$ cat config.mk
export PLATFORM = sky130hd
export DESIGN_NAME = io_switch_debounce
export DESIGN_NICKNAME = d
export VERILOG_FILES = /design/src/rtl/io_pkg.sv /design/src/rtl/debounce_bit.sv /design/src/rtl/io_switch_debounce.sv
export SDC_FILE = /design/constraint.sdc
export NUM_CORES = 1
export LEC_CHECK = 0
export ABC_AREA = 1
export BUFFER_PORTS_ARGS = -buffer_cell sky130_fd_sc_hd__buf_2
export CORE_ASPECT_RATIO = 0.6
export CORE_MARGIN = 4
export CORE_UTILIZATION = 52
export DETAILED_ROUTE_END_ITERATION = 6
export GPL_ROUTABILITY_DRIVEN = 0
export PLACE_DENSITY = 0.73
export SYNTH_ARGS = -nofsm -noshare
export SYNTH_HDL_FRONTEND = slang
export SYNTH_SLANG_ARGS = --single-unit
$ cat constraint.sdc
create_clock -name io_clk -period 1.6 [get_ports io_clk]
set_clock_uncertainty 0.15 [all_clocks]
set_input_delay 0.08 -clock io_clk [delete_from_list [all_inputs] [get_ports io_clk]]
set_output_delay 0.08 -clock io_clk [all_outputs]
set_load 0.03 [all_outputs]
$ cat src/rtl/io_pkg.sv
// ============================================================================
// Module   : io_pkg
// Purpose  : Shared I/O constants: input port select and debounce defaults.
// Revision : 1.0
// ============================================================================
`default_nettype none

package io_pkg;

    // Input port 0 lives at 90h; the select decodes addr[7:2].
    localparam logic [5:0] IO_IN_PORT0_SEL = 6'b100100;

    localparam int IO_WORD_W      = 32;
    localparam int DEB_TICK_DIV   = 50000;
    localparam int DEB_STABLE_CNT = 4;

    // Width for a counter holding 0..n-1, never less than one bit.
    function automatic int cnt_width(input int n);
        return (n <= 2) ? 1 : $clog2(n);
    endfunction

endpackage

`default_nettype wire

$ cat src/rtl/debounce_bit.sv
// ============================================================================
// Module   : debounce_bit
// Purpose  : Two-flop synchroniser, disagreement counter and stable flop for
//            one switch line, advanced only on the shared sample tick.
// Revision : 1.0
// ============================================================================
`default_nettype none

module debounce_bit
    import io_pkg::*;
#(
    parameter int STABLE_CNT = DEB_STABLE_CNT
) (
    input  logic clk,
    input  logic rst,
    input  logic raw,
    input  logic tick,
    output logic stable,
    output logic accept
);

    localparam int             CW       = cnt_width(STABLE_CNT);
    localparam logic [CW-1:0]  CNT_LAST = CW'(STABLE_CNT - 1);

    logic          sync_q1;
    logic          sync_q2;
    logic [CW-1:0] dis_cnt;
    logic          stable_q;
    logic          differ;

    assign differ = sync_q2 ^ stable_q;
    // Acceptance clears the counter, so it can never wrap past CNT_LAST.
    assign accept = tick & differ & (dis_cnt == CNT_LAST);
    assign stable = stable_q;

    always_ff @(posedge clk) begin
        if (rst) begin
            sync_q1  <= 1'b0;
            sync_q2  <= 1'b0;
            dis_cnt  <= '0;
            stable_q <= 1'b0;
        end else begin
            sync_q1 <= raw;
            sync_q2 <= sync_q1;
            if (tick) begin
                if (!differ) begin
                    dis_cnt <= '0;
                end else if (dis_cnt == CNT_LAST) begin
                    stable_q <= sync_q2;
                    dis_cnt  <= '0;
                end else begin
                    dis_cnt <= dis_cnt + CW'(1);
                end
            end
        end
    end

endmodule

`default_nettype wire

$ cat src/rtl/io_switch_debounce.sv
// ============================================================================
// Module   : io_switch_debounce
// Purpose  : Synchronise and debounce raw switch lines into the stable word
//            feeding in_port0 (90h), with a one-cycle change strobe.
//            Optional macro IO_DEBOUNCE_EDGE_EN builds per-bit rise pulses.
// Revision : 1.0
// ============================================================================
`default_nettype none

module io_switch_debounce
    import io_pkg::*;
#(
    parameter int WIDTH      = IO_WORD_W,
    parameter int TICK_DIV   = DEB_TICK_DIV,
    parameter int STABLE_CNT = DEB_STABLE_CNT
) (
    input  logic             io_clk,
    input  logic             reset,
    input  logic [WIDTH-1:0] raw_in,
    output logic [WIDTH-1:0] port_word,
    output logic             changed,
    output logic [WIDTH-1:0] edge_rise
);

    localparam int            PW       = cnt_width(TICK_DIV);
    localparam logic [PW-1:0] PRE_LAST = PW'(TICK_DIV - 1);

    logic [PW-1:0]    pre_cnt;
    logic             tick;
    logic [WIDTH-1:0] accept;
    logic             changed_q;

    // With TICK_DIV=1 the counter sits at 0 and tick is permanently high.
    assign tick = (pre_cnt == PRE_LAST);

    always_ff @(posedge io_clk) begin
        if (reset) begin
            pre_cnt <= '0;
        end else if (tick) begin
            pre_cnt <= '0;
        end else begin
            pre_cnt <= pre_cnt + PW'(1);
        end
    end

    generate
        for (genvar i = 0; i < WIDTH; i++) begin : g_bit
            debounce_bit #(
                .STABLE_CNT (STABLE_CNT)
            ) u_debounce_bit (
                .clk    (io_clk),
                .rst    (reset),
                .raw    (raw_in[i]),
                .tick   (tick),
                .stable (port_word[i]),
                .accept (accept[i])
            );
        end
    endgenerate

    // Set on the same edge that updates port_word, so the pulse marks the
    // first cycle the new word is visible.
    always_ff @(posedge io_clk) begin
        if (reset) begin
            changed_q <= 1'b0;
        end else begin
            changed_q <= |accept;
        end
    end

    assign changed = changed_q;

`ifdef IO_DEBOUNCE_EDGE_EN
    logic [WIDTH-1:0] rise_q;

    always_ff @(posedge io_clk) begin
        if (reset) begin
            rise_q <= '0;
        end else begin
            rise_q <= accept & ~port_word;
        end
    end

    assign edge_rise = rise_q;
`else
    assign edge_rise = '0;
`endif

endmodule

`default_nettype wire
==> run metrics <==
dpl cells 1,259; via count of the first global-routing pass 6,139; Die X 168 microns; antenna violations before repair 0; flip-flop and latch count after synthesis 177; largest net degree at the start of global routing 98; syn_area_per_cell 7.82 sq um; setup repair after global routing missed its margin true; clock latency of the later-clocked register in the worst-skew pair 0.43 ns; Worst R2R Path Depth 11; GRT Resource Usage Total 19.5%; Inserted Clock Buffers 17; proportion of synthesized chip area in sequential cells 44.4%; ant diodes 0; CTS sink cnt 177; maximum level of the CTS H-tree 4; Worst path slowest cell sky130_fd_sc_hd__dfxtp_1; Placed Area 0.00846 sq mm; number of distinct library cells after synthesis 28; setup slack at placement -0.301 ns; cell type with the highest aggregate area in the netlist sky130_fd_sc_hd__dfxtp_1; top library cells by usage in the layout, fill and taps aside 243 x sky130_fd_sc_hd__inv_1, 173 x sky130_fd_sc_hd__dfxtp_1, 120 x sky130_fd_sc_hd__nor2_1; Area growth, synth to finish 29.7%; total wire length after detailed routing 19,700 microns; endpoint arrival time on the critical path 2.15 ns; net count reported at finish 1,214; Setup WS post-layout -0.334 ns; half-perimeter wire length after detailed placement 10,500 microns; power per unit of standard cell area 908 mW/mm^2; total congestion overflow after global routing 0; static leakage 4.78 nW; outcome finished with violations; number of standard cells after synthesis 1,020; fin crit period 1.93 ns; area of the mapped netlist 0.00798 sq mm; worst hold margin 0.0346 ns; Syn. warnings 0; clock tree from TritonCTS yes; leading cell type in the layout, fill and taps excluded sky130_fd_sc_hd__inv_1; Max rail drop VDD 650 uV; final setup violation count 113; count of final hold-check violations 0; Clock Root Buffer sky130_fd_sc_hd__clkbuf_16; WL/cell 14.5 microns; DRC marker count from the first detailed-route iteration 323; initial standard-cell utilization of the core 54.0%; fraction of the cycle the final worst path needs 121%; count of flip-flops with a built-in enable after synthesis 0; CP Max Fanout 12; overall die height 104 microns; top-level port count 99; number of buffers on the longest clock path 2; kind of critical path reg2reg; clock-pin transition on the worst setup and hold timing paths 0.07 ns; layout cells sized above 1 24.8%; area of the die 0.0174 sq mm; proportion of netlist area held by the largest area contributor 44.4%; placeable core region 0.0148 sq mm; Synth area leaders sky130_fd_sc_hd__dfxtp_1 44%, sky130_fd_sc_hd__inv_1 12%, sky130_fd_sc_hd__nor2_1 7.2%; most used flip-flop cell after synthesis sky130_fd_sc_hd__dfxtp_1; Initial DRT Pass Iterations 5; Max Slew Vio Count 0; I/O Buffers 66; share of flip-flops with an asynchronous set or reset after synthesis 0%; post-route cell area 0.0103 sq mm; failing checks negative setup slack; data required time of the worst path 1.81 ns; global-route wire length before repair 28,400 microns; capturing element type of the critical path flip-flop; chain of cells forming the critical path nand2_1 -> nor2_2 -> nand2_4 -> nor2_4 -> buf_8 -> o21ai_0 -> nand2_1 -> nor2_1 -> nand2_1 -> nor2_1 -> nor2_1; DR DRC count 0; count of cells along the worst hold path 3; antenna viol nets, final 0; count of non-filler cells in the finished layout 1,358; maximum achievable frequency 517 MHz; mean number of vias per cell 4.85; class of the worst hold path in2reg; total power 0.00939 W; launching element type of the critical path flip-flop; Maximum Capacitance Violations 0; placement row count 34; delay of the slowest cell on the worst path 0.40 ns; vias after detailed routing 6,592
## registers in the layout, indices dropped and copies added (netlist names)
register and flops:
g_bit.u_debounce_bit.dis_cnt 64, g_bit.u_debounce_bit.sync_q1 32, pre_cnt 16, changed 1
g_bit.u_debounce_bit.sync_q2 32, g_bit.u_debounce_bit.stable 32
## synthesized netlist by cell type (7+ instances only)
cell / n
sky130_fd_sc_hd__nand2_2: 21
sky130_fd_sc_hd__nor2_1: 154
sky130_fd_sc_hd__buf_4: 65
sky130_fd_sc_hd__o22ai_1: 64
sky130_fd_sc_hd__a21oi_1: 7
sky130_fd_sc_hd__xnor2_1: 26
sky130_fd_sc_hd__nand2_1: 96
sky130_fd_sc_hd__a211oi_2: 20
sky130_fd_sc_hd__clkbuf_1: 11
sky130_fd_sc_hd__buf_2: 14
sky130_fd_sc_hd__dfxtp_1: 177
sky130_fd_sc_hd__a211oi_1: 12
sky130_fd_sc_hd__inv_1: 245
sky130_fd_sc_hd__nand3_1: 38
sky130_fd_sc_hd__ha_1: 33
sky130_fd_sc_hd__o21ai_0: 19
## metal layers
metal  global-route usage, %  share of wire [%]  vias up
li1                        -                  -     3295
met1                    26.0                 45     3044
met2                    31.6                 47      206
met3                    3.84                5.4       47
met4                    6.54                3.1        0
met5                       0                  0        -
## worst max-delay path: cells and delay by family, from the launching register on
family	cells	cell delay [ns]
buf+inv	1	0.19
simple gates	9	1.00
compound gates	1	0.13
flops	1	0.40
## logic make-up (layout without fill, tap and decap cells)
group           count (synthesis)  count (layout)  synth area share [%]
simple gates                  314             314                  16.3
flops                         177             177                  44.4
xor+xnor                       29              29                  3.18
compound gates                126             126                  11.3
fa+ha+maj                      33              33                  5.18
buf+inv                       340             449                  19.6
other cells                     1              32                0.0470
## where the power goes
part	leakage (nW)	switching (W)	internal, W	total (W)
logic	3.05	0.000324	0.000239	0.000564
clock network	0.291	0.00187	0.00242	0.00429
registers	1.44	0.0000489	0.00449	0.00454
total	4.78	0.00224	0.00715	0.00939
## final timing paths
kind	from	endpoint	slack, ns
worst max-delay path	pre_cnt[6]	changed	-0.33
worst min-delay path	reset	g_bit[15].u_debounce_bit.sync_q1	0.03
worst max register to register	pre_cnt[6]	changed	-0.33
worst min register to register	g_bit[12].u_debounce_bit.sync_q1	g_bit[12].u_debounce_bit.sync_q2	0.25
## metrics by stage
stage                     util, %   TNS, ns
after CTS                    66.2    -11.32
after floorplan                 -  -0.00811
after detailed placement     57.3     -8.78
after global routing         70.1    -31.85
final                        70.1    -25.26
after global placement       57.3     -5.82
## timing repair
action,4_1_cts,5_1_grt
gates resized for setup,51,78
hold buffers,32,0
pin swaps,20,26
hold endpoints to repair,32,0
setup endpoints to repair,106,113
buffers inserted,18,8
cloned,1,11
## cell type report
class | count | area (sq um)
fillers | 1052 | 4420
flip-flops and latches | 177 | 3550
multi-input cells | 534 | 3430
repair buffers | 171 | 1590
inverters | 246 | 923
clock buffers | 20 | 457
well taps | 198 | 248
clock inverters | 12 | 150
(Power assumes the default switching activity.)
